**config.mk**
```make
export PLATFORM = sky130hd
export DESIGN_NAME = acl_spi_reader_flat
export DESIGN_NICKNAME = d
export VERILOG_FILES = /design/src/rtl/acl_pkg.sv /design/src/rtl/acl_spi_reader_if.sv /design/src/rtl/acl_spi_shifter.sv /design/src/rtl/acl_spi_reader.sv /design/src/flat_wrapper.sv
export SDC_FILE = /design/constraint.sdc
export NUM_CORES = 1
export LEC_CHECK = 0
export BUFFER_PORTS_ARGS = -buffer_cell sky130_fd_sc_hd__buf_2
export CAP_MARGIN = 5
export CORE_MARGIN = 1
export CORE_UTILIZATION = 66
export CTS_BUF_LIST = sky130_fd_sc_hd__clkbuf_4 sky130_fd_sc_hd__clkbuf_8 sky130_fd_sc_hd__clkbuf_16
export CTS_CLUSTER_SIZE = 20
export DETAILED_ROUTE_END_ITERATION = 7
export MAX_ROUTING_LAYER = met4
export PLACE_DENSITY_LB_ADDON = 0.25
export SYNTH_ARGS = -nofsm -noshare
export SYNTH_HDL_FRONTEND = slang
export SYNTH_HIERARCHICAL = 1
export SYNTH_SLANG_ARGS = --single-unit
```
**constraint.sdc**
```tcl
create_clock -name clk -period 5.8 [get_ports clk]
set_input_delay 0.58 -clock clk [delete_from_list [all_inputs] [get_ports clk]]
set_output_delay 0.58 -clock clk [all_outputs]
set_load 0.1 [all_outputs]
```
**src/rtl/acl_pkg.sv**
```systemverilog
// acl_pkg: ADXL362 command bytes and sequencer state encodings
package acl_pkg;
    localparam logic [7:0] CMD_WRITE     = 8'h0A;
    localparam logic [7:0] CMD_READ      = 8'h0B;
    localparam logic [7:0] REG_POWER_CTL = 8'h2D;
    localparam logic [7:0] REG_XDATA_L   = 8'h0E;
    localparam logic [7:0] PWR_MEASURE   = 8'h02;
    localparam logic [2:0] S_WAIT_PWR = 3'd0;
    localparam logic [2:0] S_CFG      = 3'd1;
    localparam logic [2:0] S_GAP      = 3'd2;
    localparam logic [2:0] S_IDLE     = 3'd3;
    localparam logic [2:0] S_READ     = 3'd4;
    localparam logic [2:0] S_UPDATE   = 3'd5;
endpackage

```
**src/rtl/acl_spi_reader_if.sv**
```systemverilog
// acl_spi_reader_if: SPI pins plus the packed sample output of the reader
interface acl_spi_reader_if;
    logic        miso;
    logic        sclk;
    logic        mosi;
    logic        cs_n;
    logic [14:0] acl_data;
    logic        acl_valid;
    modport master (input miso, output sclk, mosi, cs_n, acl_data, acl_valid);
    modport slave  (output miso, input sclk, mosi, cs_n, acl_data, acl_valid);
endinterface

```
**src/rtl/acl_spi_shifter.sv**
```systemverilog
// acl_spi_shifter: mode-0 SPI byte engine; one cs_n window, bytes back to back until last_i
module acl_spi_shifter #(
    parameter int CLK_DIV_HALF = 50
) (
    input  logic       clk,
    input  logic       rst,
    input  logic       start_i,
    input  logic [7:0] tx_byte_i,
    input  logic       last_i,
    input  logic       miso_i,
    output logic       sclk_o,
    output logic       mosi_o,
    output logic       cs_n_o,
    output logic       byte_done_o,
    output logic [7:0] rx_byte_o,
    output logic       done_o
);
    localparam int CW = $clog2(CLK_DIV_HALF + 1);
    logic          act_q, sclk_q, fin_q, tail_q, tick;
    logic [CW-1:0] cnt_q;
    logic [2:0]    bit_q;
    logic [7:0]    tx_q;
    logic [6:0]    rx_q;
    assign tick        = act_q && cnt_q == CW'(CLK_DIV_HALF - 1);
    assign byte_done_o = tick && !tail_q && !sclk_q && bit_q == 3'd7;
    assign rx_byte_o   = {rx_q, miso_i};
    assign done_o      = tick && tail_q;
    assign sclk_o      = sclk_q;
    assign mosi_o      = tx_q[7];
    assign cs_n_o      = !act_q;
    // half-period ticks: rising edges sample miso, falling edges advance mosi, a final low half closes cs_n
    always_ff @(posedge clk) begin
        if (rst) begin
            act_q  <= 1'b0;
            sclk_q <= 1'b0;
            fin_q  <= 1'b0;
            tail_q <= 1'b0;
            cnt_q  <= '0;
            bit_q  <= '0;
            tx_q   <= '0;
            rx_q   <= '0;
        end else if (start_i && !act_q) begin
            act_q  <= 1'b1;
            sclk_q <= 1'b0;
            fin_q  <= 1'b0;
            tail_q <= 1'b0;
            cnt_q  <= '0;
            bit_q  <= '0;
            tx_q   <= tx_byte_i;
        end else if (act_q) begin
            cnt_q <= tick ? '0 : cnt_q + 1'b1;
            if (tick && tail_q) begin
                act_q  <= 1'b0;
                tail_q <= 1'b0;
            end else if (tick && !sclk_q) begin
                sclk_q <= 1'b1;
                rx_q   <= {rx_q[5:0], miso_i};
                bit_q  <= bit_q + 1'b1;
                fin_q  <= bit_q == 3'd7 ? last_i : fin_q;
            end else if (tick) begin
                sclk_q <= 1'b0;
                tail_q <= fin_q;
                tx_q   <= fin_q ? 8'h00 : bit_q == 3'd0 ? tx_byte_i : {tx_q[6:0], 1'b0};
            end
        end
    end
endmodule

```
**src/rtl/acl_spi_reader.sv**
```systemverilog
// acl_spi_reader: configures an ADXL362 once, then samples X/Y/Z periodically into 5-bit fields
module acl_spi_reader #(
    parameter int CLK_DIV_HALF   = 50,
    parameter int STARTUP_CYCLES = 600_000,
    parameter int SAMPLE_CYCLES  = 1_000_000
) (
    input logic              clk,
    input logic              rst,
    acl_spi_reader_if.master bus
);
    import acl_pkg::*;
    localparam int TW = $clog2(STARTUP_CYCLES + 2 * CLK_DIV_HALF + 1);
    localparam int SW = $clog2(SAMPLE_CYCLES + 1);
    logic [2:0]    st_q, st_d, bcnt_q;
    logic [TW-1:0] tmr_q;
    logic [SW-1:0] smp_q;
    logic [14:0]   sh_q, data_q;
    logic [7:0]    tx_byte, rx_byte;
    logic          run_q, valid_q, start, byte_done, done, is_rd, last, gap_done, unused_bits;
    assign is_rd    = st_q == S_IDLE || st_q == S_READ;
    assign start    = (st_q == S_WAIT_PWR && tmr_q == TW'(STARTUP_CYCLES - 1)) || (st_q == S_IDLE && smp_q == '0);
    assign gap_done = tmr_q == TW'(2 * CLK_DIV_HALF - 1);
    assign last     = bcnt_q == (is_rd ? 3'd7 : 3'd2);
    assign tx_byte  = bcnt_q == 3'd0 ? (is_rd ? CMD_READ : CMD_WRITE) :
                      bcnt_q == 3'd1 ? (is_rd ? REG_XDATA_L : REG_POWER_CTL) :
                      (is_rd ? 8'h00 : PWR_MEASURE);
    assign unused_bits   = ^rx_byte[6:4];
    assign bus.acl_data  = data_q;
    assign bus.acl_valid = valid_q;
    acl_spi_shifter #(.CLK_DIV_HALF(CLK_DIV_HALF)) u_shifter (
        .clk(clk),
        .rst(rst),
        .start_i(start),
        .tx_byte_i(tx_byte),
        .last_i(last),
        .miso_i(bus.miso),
        .sclk_o(bus.sclk),
        .mosi_o(bus.mosi),
        .cs_n_o(bus.cs_n),
        .byte_done_o(byte_done),
        .rx_byte_o(rx_byte),
        .done_o(done)
    );
    // sequencing: power-up wait, single config write, then gap-separated periodic reads
    always_comb begin
        st_d = st_q;
        case (st_q)
            S_WAIT_PWR: st_d = start ? S_CFG : S_WAIT_PWR;
            S_CFG:      st_d = done ? S_GAP : S_CFG;
            S_GAP:      st_d = gap_done ? S_IDLE : S_GAP;
            S_IDLE:     st_d = start ? S_READ : S_IDLE;
            S_READ:     st_d = done ? S_UPDATE : S_READ;
            S_UPDATE:   st_d = S_GAP;
            default:    st_d = S_WAIT_PWR;
        endcase
    end
    // state, shared wait/gap timer, free-running sample timer (armed by the first read) and byte counter
    always_ff @(posedge clk) begin
        if (rst) begin
            st_q   <= S_WAIT_PWR;
            tmr_q  <= '0;
            smp_q  <= '0;
            run_q  <= 1'b0;
            bcnt_q <= '0;
        end else begin
            st_q   <= st_d;
            tmr_q  <= ((st_q == S_WAIT_PWR || st_q == S_GAP) && st_d == st_q) ? tmr_q + 1'b1 : '0;
            smp_q  <= ((start && st_q == S_IDLE) || (run_q && smp_q == '0)) ? SW'(SAMPLE_CYCLES - 1) :
                      run_q ? smp_q - 1'b1 : '0;
            run_q  <= run_q || (start && st_q == S_IDLE);
            bcnt_q <= (st_q == S_CFG || st_q == S_READ) ? bcnt_q + 3'(byte_done) : '0;
        end
    end
    // shadow fields keep value12[11:7] = {H[3:0], L[7]} per axis while bytes arrive
    always_ff @(posedge clk) begin
        if (rst) begin
            sh_q <= '0;
        end else if (byte_done && st_q == S_READ) begin
            case (bcnt_q)
                3'd2:    sh_q[10]    <= rx_byte[7];
                3'd3:    sh_q[14:11] <= rx_byte[3:0];
                3'd4:    sh_q[5]     <= rx_byte[7];
                3'd5:    sh_q[9:6]   <= rx_byte[3:0];
                3'd6:    sh_q[0]     <= rx_byte[7];
                3'd7:    sh_q[4:1]   <= rx_byte[3:0];
                default: ;
            endcase
        end
    end
    // publish the whole sample at once with a one-cycle valid
    always_ff @(posedge clk) begin
        if (rst) begin
            data_q  <= '0;
            valid_q <= 1'b0;
        end else begin
            data_q  <= st_q == S_UPDATE ? sh_q : data_q;
            valid_q <= st_q == S_UPDATE;
        end
    end
endmodule

```
**src/flat_wrapper.sv**
```systemverilog
// flat-port wrapper written by rule: the top's interface ports become plain ports
module acl_spi_reader_flat import acl_pkg::*;
#(
    parameter int CLK_DIV_HALF   = 50,
    parameter int STARTUP_CYCLES = 600_000,
    parameter int SAMPLE_CYCLES  = 1_000_000
)
  (clk, rst, bus_miso, bus_sclk, bus_mosi, bus_cs_n, bus_acl_data, bus_acl_valid);
  acl_spi_reader_if bus_i ();
  input logic clk;
  input logic rst;
  input wire logic [$bits(bus_i.miso)-1:0] bus_miso;
  output wire logic [$bits(bus_i.sclk)-1:0] bus_sclk;
  output wire logic [$bits(bus_i.mosi)-1:0] bus_mosi;
  output wire logic [$bits(bus_i.cs_n)-1:0] bus_cs_n;
  output wire logic [$bits(bus_i.acl_data)-1:0] bus_acl_data;
  output wire logic [$bits(bus_i.acl_valid)-1:0] bus_acl_valid;
  assign bus_i.miso = bus_miso;
  assign bus_sclk = bus_i.sclk;
  assign bus_mosi = bus_i.mosi;
  assign bus_cs_n = bus_i.cs_n;
  assign bus_acl_data = bus_i.acl_data;
  assign bus_acl_valid = bus_i.acl_valid;
  acl_spi_reader #(.CLK_DIV_HALF(CLK_DIV_HALF), .STARTUP_CYCLES(STARTUP_CYCLES), .SAMPLE_CYCLES(SAMPLE_CYCLES)) u_core (.clk(clk), .rst(rst), .bus(bus_i));
endmodule
```
* Yosys cells after proc, flatten, opt, wreduce, memory -nomap -nowiden *
Index checks and enable logic that the tools add are counted.

operators by class
  add/subtract/negate cells = 5
  equality and inequality tests = 21
  mux-type cells = 30
  bitwise logic cells = 5
  reductions and logical operators = 46

operators by type and width
  cell                   count
  $mux 8                 9
  $mux 20                2
  $eq 3x3->1 const B     7
  $add 20x1->20 const B  1
  $eq 20x20->1 const B   1
  $eq 20x7->1 const B    1
  $logic_not 20->1       1
  $sub 20x1->20 const B  1
  $pmux 3 s6             1
  $logic_and 1x1->1      13
  $eq 3x2->1 const B     4
  $mux 1                 12
  $mux 6                 2
  $reduce_and 2->1       6
  $reduce_and 4->1       3
  $logic_not 3->1        3
  $reduce_and 3->1       3
  $reduce_bool 2->1      4
  $add 6x1->6 const B    1
  $eq 3x1->1 const B     2
  $eq 3x3->1             2
  $eq 6x6->1 const B     1
  $logic_or 1x1->1       6
  $mux 3                 2
  other kinds (9)        19

storage, ports and cells
  bits in registers = 106
  input bits = 3
  output and inout port bits = 19
  logic and storage cells = 129

* Logic depth before layout (Yosys ltp) *
  depth after elaboration = 12
  gate-level depth with buffers = 11
  depth with buffers taken out = 10

* Modules after synthesis *
The synthesis kept the hierarchy.

by module, submodules not included
  module           times used  cells an instance  area each (um^2)  seq. area each (um^2)
  acl_spi_reader   1           392                3445.8            1561.5
  acl_spi_shifter  1           174                1496.4            560.5

* Worst setup path after synthesis *
Ideal clock, no wire load.

  path type = reg-to-reg
  start = register u_core.smp_q[7]
  end = register u_core.u_shifter.tx_q[0]
  library setup time = 0.070 ns
  arrival = 2.509 ns
  data required time = 5.730 ns
  path slack = 3.221 ns
  cell stages (with the launch flop) = 10
  path buffers = 1
  period minus slack after synthesis = 2.579 ns
  cell sequence = dfxtp_1 or4_4 nor3_2 nand4_1 o31ai_1 and2b_2 buf_6 a31oi_4 or4b_1 a21oi_1

between the ends
  word-level cells in the longest chain between the ends = 6
  elaborated cells between the ends (all ways) = 10
  classes of those cells = 2 x eq/ne; 1 x mux; 7 x reduce/logical

ends and longest elaborated chain
  element                                                    line                   source
  from (decl)                                                acl_spi_reader.sv:16   logic [SW-1:0] smp_q;
  from (signal assigned)                                     acl_spi_reader.sv:68   smp_q <= ((start && st_q == S_IDLE) || (run_q && smp_q == '0)) ? SW'(SAMPLE_CYCLES - 1) :
  $logic_not 20->1 (*)                                       acl_spi_reader.sv:21   assign start = (st_q == S_WAIT_PWR && tmr_q == TW'(STARTUP_CYCLES - 1)) || (st_q == S_IDLE && smp_q == '0);
  $logic_and 1x1->1 (*)                                      acl_spi_reader.sv:21
  $logic_or 1x1->1 (*)                                       acl_spi_reader.sv:21
  via u_core.start                                           acl_spi_reader.sv:19   logic run_q, valid_q, start, byte_done, done, is_rd, last, gap_done, unused_bits;
  $logic_and 1x1->1 (*)                                      acl_spi_shifter.sv:42  end else if (start_i && !act_q) begin
  $ne 2x2->1 (no line) or $reduce_bool 2->1 (tied branches)  n/a
  $reduce_and 4->1 (no line)                                 n/a
  to (signal assigned)                                       acl_spi_shifter.sv:49  tx_q <= tx_byte_i;
  to (signal assigned)                                       acl_spi_shifter.sv:63  tx_q <= fin_q ? 8'h00 : bit_q == 3'd0 ? tx_byte_i : {tx_q[6:0], 1'b0};
  to (decl)                                                  acl_spi_shifter.sv:22  logic [7:0] tx_q;

The timed path passes the listed nets; every way through them passes the cells marked *.
A chain may end at the register's enable or synchronous reset.

* Final worst setup path *
Same ends and word-level chain as after synthesis.

==> impl_metrics.xml <==
<?xml version="1.0" encoding="UTF-8"?>
<metrics>
  <group name="yosys">
    <metric name="yosys-mux-area-fraction" unit="%">3.24</metric>
    <metric name="dominantRegCellSynth" unit="">sky130_fd_sc_hd__dfxtp_1</metric>
    <metric name="main_combinational_cell_family_by_area_after_synthesis" unit="">simple AND/OR/NAND/NOR gates</metric>
    <metric name="yosys.area_share.simple" unit="%">27.8</metric>
    <metric name="synth.ff_latch_count" unit="">106</metric>
    <metric name="synthArstFlopShare" unit="%">0</metric>
    <metric name="synthAdderAreaFrac" unit="%">2.78</metric>
    <metric name="cell_area_after_synthesis" unit="sq um">4940</metric>
    <metric name="compound_gate_portion_of_the_synthesized_area" unit="%">10.8</metric>
    <metric name="post_synthesis_cell_count" unit="">566</metric>
    <metric name="synth.lib_cells_used.distinct" unit="">56</metric>
    <metric name="seq_area_frac_synth" unit="%">42.9</metric>
    <metric name="synth-edff-count" unit="">0</metric>
    <metric name="syn_avg_cell_area" unit="sq um">8.73</metric>
    <metric name="synth_xor_xnor_area_share" unit="%">7.44</metric>
    <metric name="ys_warn_count" unit="">6</metric>
  </group>
  <group name="worst_hold_path">
    <metric name="holdCritPathClass" unit="">reg -&gt; reg</metric>
    <metric name="holdPathStages" unit="">2</metric>
  </group>
  <group name="grt">
    <metric name="antenna_found_initial" unit="">0</metric>
    <metric name="grt-ovfl-total" unit="">0</metric>
    <metric name="grt_start_max_net_pins" unit="">55</metric>
    <metric name="first_global_vias" unit="">3536</metric>
    <metric name="grt_first_pass_wirelength" unit="um">15400</metric>
    <metric name="grtUsageTotal" unit="%">25.6</metric>
  </group>
  <group name="place">
    <metric name="hpwl" unit="um">6310</metric>
    <metric name="routability_cong" unit="">0.809</metric>
    <metric name="placement.io_buffers" unit="">21</metric>
  </group>
  <group name="worst_setup_path">
    <metric name="crit_path_end_kind" unit="">flip-flop</metric>
    <metric name="critical_path.startpoint_type" unit="">flip-flop</metric>
    <metric name="setup.worst_path.class" unit="">reg -&gt; reg</metric>
    <metric name="worst-endpoint-arrival" unit="ns">3.29</metric>
    <metric name="critical_path_peak_fanout" unit="">18</metric>
    <metric name="critical_path_required" unit="ns">6.10</metric>
    <metric name="rr_worst_depth" unit="">8</metric>
  </group>
  <group name="status">
    <metric name="run_status" unit="">completed</metric>
  </group>
  <group name="clock_tree">
    <metric name="cts-buffers-inserted" unit="">9</metric>
    <metric name="postCtsResizedCells" unit="">0</metric>
    <metric name="h_tree_depth_reported_by_cts" unit="">3</metric>
    <metric name="postCtsSetupRepairBufs" unit="">0</metric>
    <metric name="path_clk_slew" unit="ns">0.12</metric>
    <metric name="worst_skew_pair.late_latency" unit="ns">0.37</metric>
    <metric name="cts.path.max_buffers" unit="">2</metric>
    <metric name="cts_tree" unit="">built</metric>
    <metric name="clockRootBuffer" unit="">sky130_fd_sc_hd__clkbuf_8</metric>
    <metric name="cts-hold-fix-buffers" unit="">0</metric>
    <metric name="cts_sinks" unit="">106</metric>
  </group>
  <group name="floorplan">
    <metric name="io_pins" unit="">22</metric>
    <metric name="core_area" unit="sq um">7250</metric>
    <metric name="die_height" unit="um">88.5</metric>
    <metric name="floorplan.initialDensity" unit="%">68.1</metric>
    <metric name="dieArea" unit="sq um">7840</metric>
    <metric name="std_cell_rows" unit="">31</metric>
    <metric name="width_of_the_chip" unit="um">88.5</metric>
  </group>
  <group name="sta">
    <metric name="min_period_over_period" unit="%">51.5</metric>
    <metric name="maxSlewHeadroom" unit="%">30.6</metric>
    <metric name="max_slew.worst_pin.slew" unit="ns">1.04</metric>
    <metric name="timing.fmax" unit="GHz">0.334</metric>
    <metric name="finalMaxSlewViolations" unit="">0</metric>
    <metric name="period_needed" unit="ns">2.99</metric>
    <metric name="rsz0062_at_grt" unit="">false</metric>
    <metric name="final.hold.worst_slack" unit="ns">0.461</metric>
    <metric name="clock-skew-final" unit="ns">0.0187</metric>
    <metric name="final_setup_violation_count" unit="">0</metric>
    <metric name="total_neg_setup_slack" unit="ns">0</metric>
    <metric name="final-hold-violation-count" unit="">0</metric>
  </group>
  <group name="route">
    <metric name="antenna_violating_nets_post_route" unit="">0</metric>
    <metric name="routed_wl" unit="um">9260</metric>
    <metric name="drc" unit="">0</metric>
    <metric name="avgRoutedWirePerCell" unit="um">13.7</metric>
    <metric name="vias_per_cell" unit="">5.69</metric>
    <metric name="drtIter0Drc" unit="">153</metric>
    <metric name="detailedRoute.firstPassIterationCount" unit="">5</metric>
    <metric name="vias" unit="">3851</metric>
  </group>
  <group name="power">
    <metric name="leakage" unit="nW">2.13</metric>
    <metric name="combinational_fraction_of_design_power" unit="%">1.5</metric>
    <metric name="share_clk_of_total_power" unit="%">37.5</metric>
    <metric name="pwr_density_cell" unit="nW/um^2">230</metric>
    <metric name="cell_internal_pwr" unit="uW">907</metric>
    <metric name="p_seq_share" unit="%">61.0</metric>
    <metric name="netSwitchingFraction" unit="%">24.4</metric>
    <metric name="power.ir.vdd_worst" unit="uV">181</metric>
    <metric name="net-switching-power" unit="uW">293</metric>
  </group>
  <group name="job">
    <metric name="max_cap_viol_count" unit="">0</metric>
  </group>
  <group name="cells_and_area">
    <metric name="layout-area-overhead-vs-synth" unit="%">5.57</metric>
    <metric name="final_layout_size_suffix_gt1_share" unit="%">9.69</metric>
    <metric name="final_core_utilization" unit="%">71.9</metric>
    <metric name="antenna_cells_inserted" unit="">0</metric>
    <metric name="finish.net_count" unit="">587</metric>
  </group>
</metrics>
## power by group through the flow
stage / clock, mW / combinational (mW) / sequential [mW]
finish: 0.450 / 0.0178 / 0.731
global route: 0.495 / 0.0204 / 0.732
CTS: 0.464 / 0.0175 / 0.732
detailed placement: 0 / 0.0175 / 0.748
global placement: 0 / 0.0172 / 0.748
floorplan: 0 / 0.0163 / 0.748
## per-stage QoR
stage	instance area, sq um	setup slack (ns)	power [mW]	std cells
finish	5220	2.81	1.20	677
global route	5220	2.68	1.25	677
CTS	5220	2.84	1.21	677
detailed placement	5010	2.87	0.766	661
global placement	5010	2.93	0.765	661
floorplan	4960	3.22	0.764	571
## state kept, by name (all words and copies together) (netlist names)
| name | cells |
|---|---|
| u_core/st_q | 3 |
| u_core/smp_q | 20 |
| u_core/bus.acl_valid | 1 |
| u_core/u_shifter/tx_q | 8 |
| u_core/u_shifter/fin_q | 1 |
| u_core/tmr_q | 20 |
| u_core/sh_q | 15 |
| u_core/u_shifter/act_q | 1 |
| u_core/u_shifter/tail_q | 1 |
| u_core/u_shifter/sclk_o | 1 |
| u_core/u_shifter/cnt_q | 6 |
| u_core/u_shifter/bit_q | 3 |
| u_core/bus.acl_data | 15 |
| u_core/u_shifter/rx_q | 7 |
| u_core/bcnt_q | 3 |
| u_core/run_q | 1 |
## cell usage in the layout (no fill, tap or decap), types with 6 or more instances in the layout
| master | n |
|---|---|
| sky130_fd_sc_hd__a21oi_1 | 37 |
| sky130_fd_sc_hd__a22o_1 | 7 |
| sky130_fd_sc_hd__and2_1 | 6 |
| sky130_fd_sc_hd__and3_1 | 7 |
| sky130_fd_sc_hd__buf_2 | 21 |
| sky130_fd_sc_hd__clkbuf_8 | 9 |
| sky130_fd_sc_hd__conb_1 | 6 |
| sky130_fd_sc_hd__dfxtp_1 | 106 |
| sky130_fd_sc_hd__ha_1 | 11 |
| sky130_fd_sc_hd__inv_1 | 15 |
| sky130_fd_sc_hd__mux2i_1 | 16 |
| sky130_fd_sc_hd__nand2_1 | 71 |
| sky130_fd_sc_hd__nand3_1 | 14 |
| sky130_fd_sc_hd__nand4_1 | 10 |
| sky130_fd_sc_hd__nor2_1 | 71 |
| sky130_fd_sc_hd__nor2b_1 | 10 |
| sky130_fd_sc_hd__nor3_1 | 11 |
| sky130_fd_sc_hd__nor4_1 | 8 |
| sky130_fd_sc_hd__nor4b_1 | 8 |
| sky130_fd_sc_hd__o2111ai_1 | 7 |
| sky130_fd_sc_hd__o211ai_1 | 7 |
| sky130_fd_sc_hd__o21ai_0 | 14 |
| sky130_fd_sc_hd__or3_1 | 6 |
| sky130_fd_sc_hd__xnor2_1 | 27 |
| sky130_fd_sc_hd__xor2_1 | 15 |
## path summary, 6_finish.rpt
check | from | endpoint | slack (ns)
worst min register to register | u_core/u_shifter/rx_q[5]$_SDFFE_PP0P_ | u_core/u_shifter/rx_q[5]$_SDFFE_PP0P_ | 0.46
worst max-delay path | u_core/smp_q[7]$_SDFF_PP0_ | u_core/u_shifter/tx_q[0]$_SDFFE_PP0P_ | 2.81
worst max register to register | u_core/smp_q[7]$_SDFF_PP0_ | u_core/u_shifter/tx_q[0]$_SDFFE_PP0P_ | 2.81
worst min-delay path | u_core/u_shifter/rx_q[5]$_SDFFE_PP0P_ | u_core/u_shifter/rx_q[5]$_SDFFE_PP0P_ | 0.46
## critical path, stage by stage (launching register included)
cell and delay [ns]:
sky130_fd_sc_hd__dfxtp_1 0.40, sky130_fd_sc_hd__or4_4 0.63, sky130_fd_sc_hd__nor3_2 0.25, sky130_fd_sc_hd__nand4_1 0.27, sky130_fd_sc_hd__o31ai_1 0.17, sky130_fd_sc_hd__and2b_2 0.42, sky130_fd_sc_hd__a31oi_4 0.11, sky130_fd_sc_hd__or4b_1 0.52
sky130_fd_sc_hd__a21oi_1 0.15
## cells in the mapped netlist, types with 8 or more instances
cell | n | area, sq um
sky130_fd_sc_hd__o21ai_0 | 14 | 70.1
sky130_fd_sc_hd__nand3_1 | 14 | 70.1
sky130_fd_sc_hd__xnor2_1 | 27 | 236
sky130_fd_sc_hd__nor2b_1 | 10 | 62.6
sky130_fd_sc_hd__nor4_1 | 8 | 50.1
sky130_fd_sc_hd__inv_1 | 15 | 56.3
sky130_fd_sc_hd__nor4b_1 | 8 | 70.1
sky130_fd_sc_hd__a21oi_1 | 37 | 185
sky130_fd_sc_hd__dfxtp_1 | 106 | 2120
sky130_fd_sc_hd__xor2_1 | 15 | 131
sky130_fd_sc_hd__nor3_1 | 11 | 55.1
sky130_fd_sc_hd__nand4_1 | 10 | 62.6
sky130_fd_sc_hd__nand2_1 | 71 | 267
sky130_fd_sc_hd__mux2i_1 | 16 | 160
sky130_fd_sc_hd__ha_1 | 11 | 138
sky130_fd_sc_hd__nor2_1 | 71 | 267
sky130_fd_sc_hd__clkbuf_1 | 16 | 60.1
## final cells by class
| cell class | count | area, sq um |
|---|---|---|
| Clock buffer | 9 | 124 |
| Clock inverter | 7 | 78.8 |
| Fill cell | 547 | 2040 |
| Inverter | 16 | 60.1 |
| Multi-Input combinational cell | 418 | 2600 |
| Sequential cell | 106 | 2120 |
| Tap cell | 99 | 124 |
| Timing Repair Buffer | 22 | 113 |
## metal layers
metal	part of all wire [%]	global-route usage, %	vias up
li1	-	-	1956
met1	46	31.4	1832
met2	50	42.0	52
met3	2.9	6.25	11
met4	1.2	7.48	0
met5	0	-	-
## kinds of logic (layout without fill, tap and decap cells)
kind of cell	after synthesis	after routing
muxes	16	16
buffers and inverters	47	54
adders and majority gates	11	11
xor gates and xnor gates	42	42
other	1	6
and+or+nand+nor	259	259
DFF	106	106
AOI/OAI and AO/OA	84	84
Power figures use the tool's default switching activity.
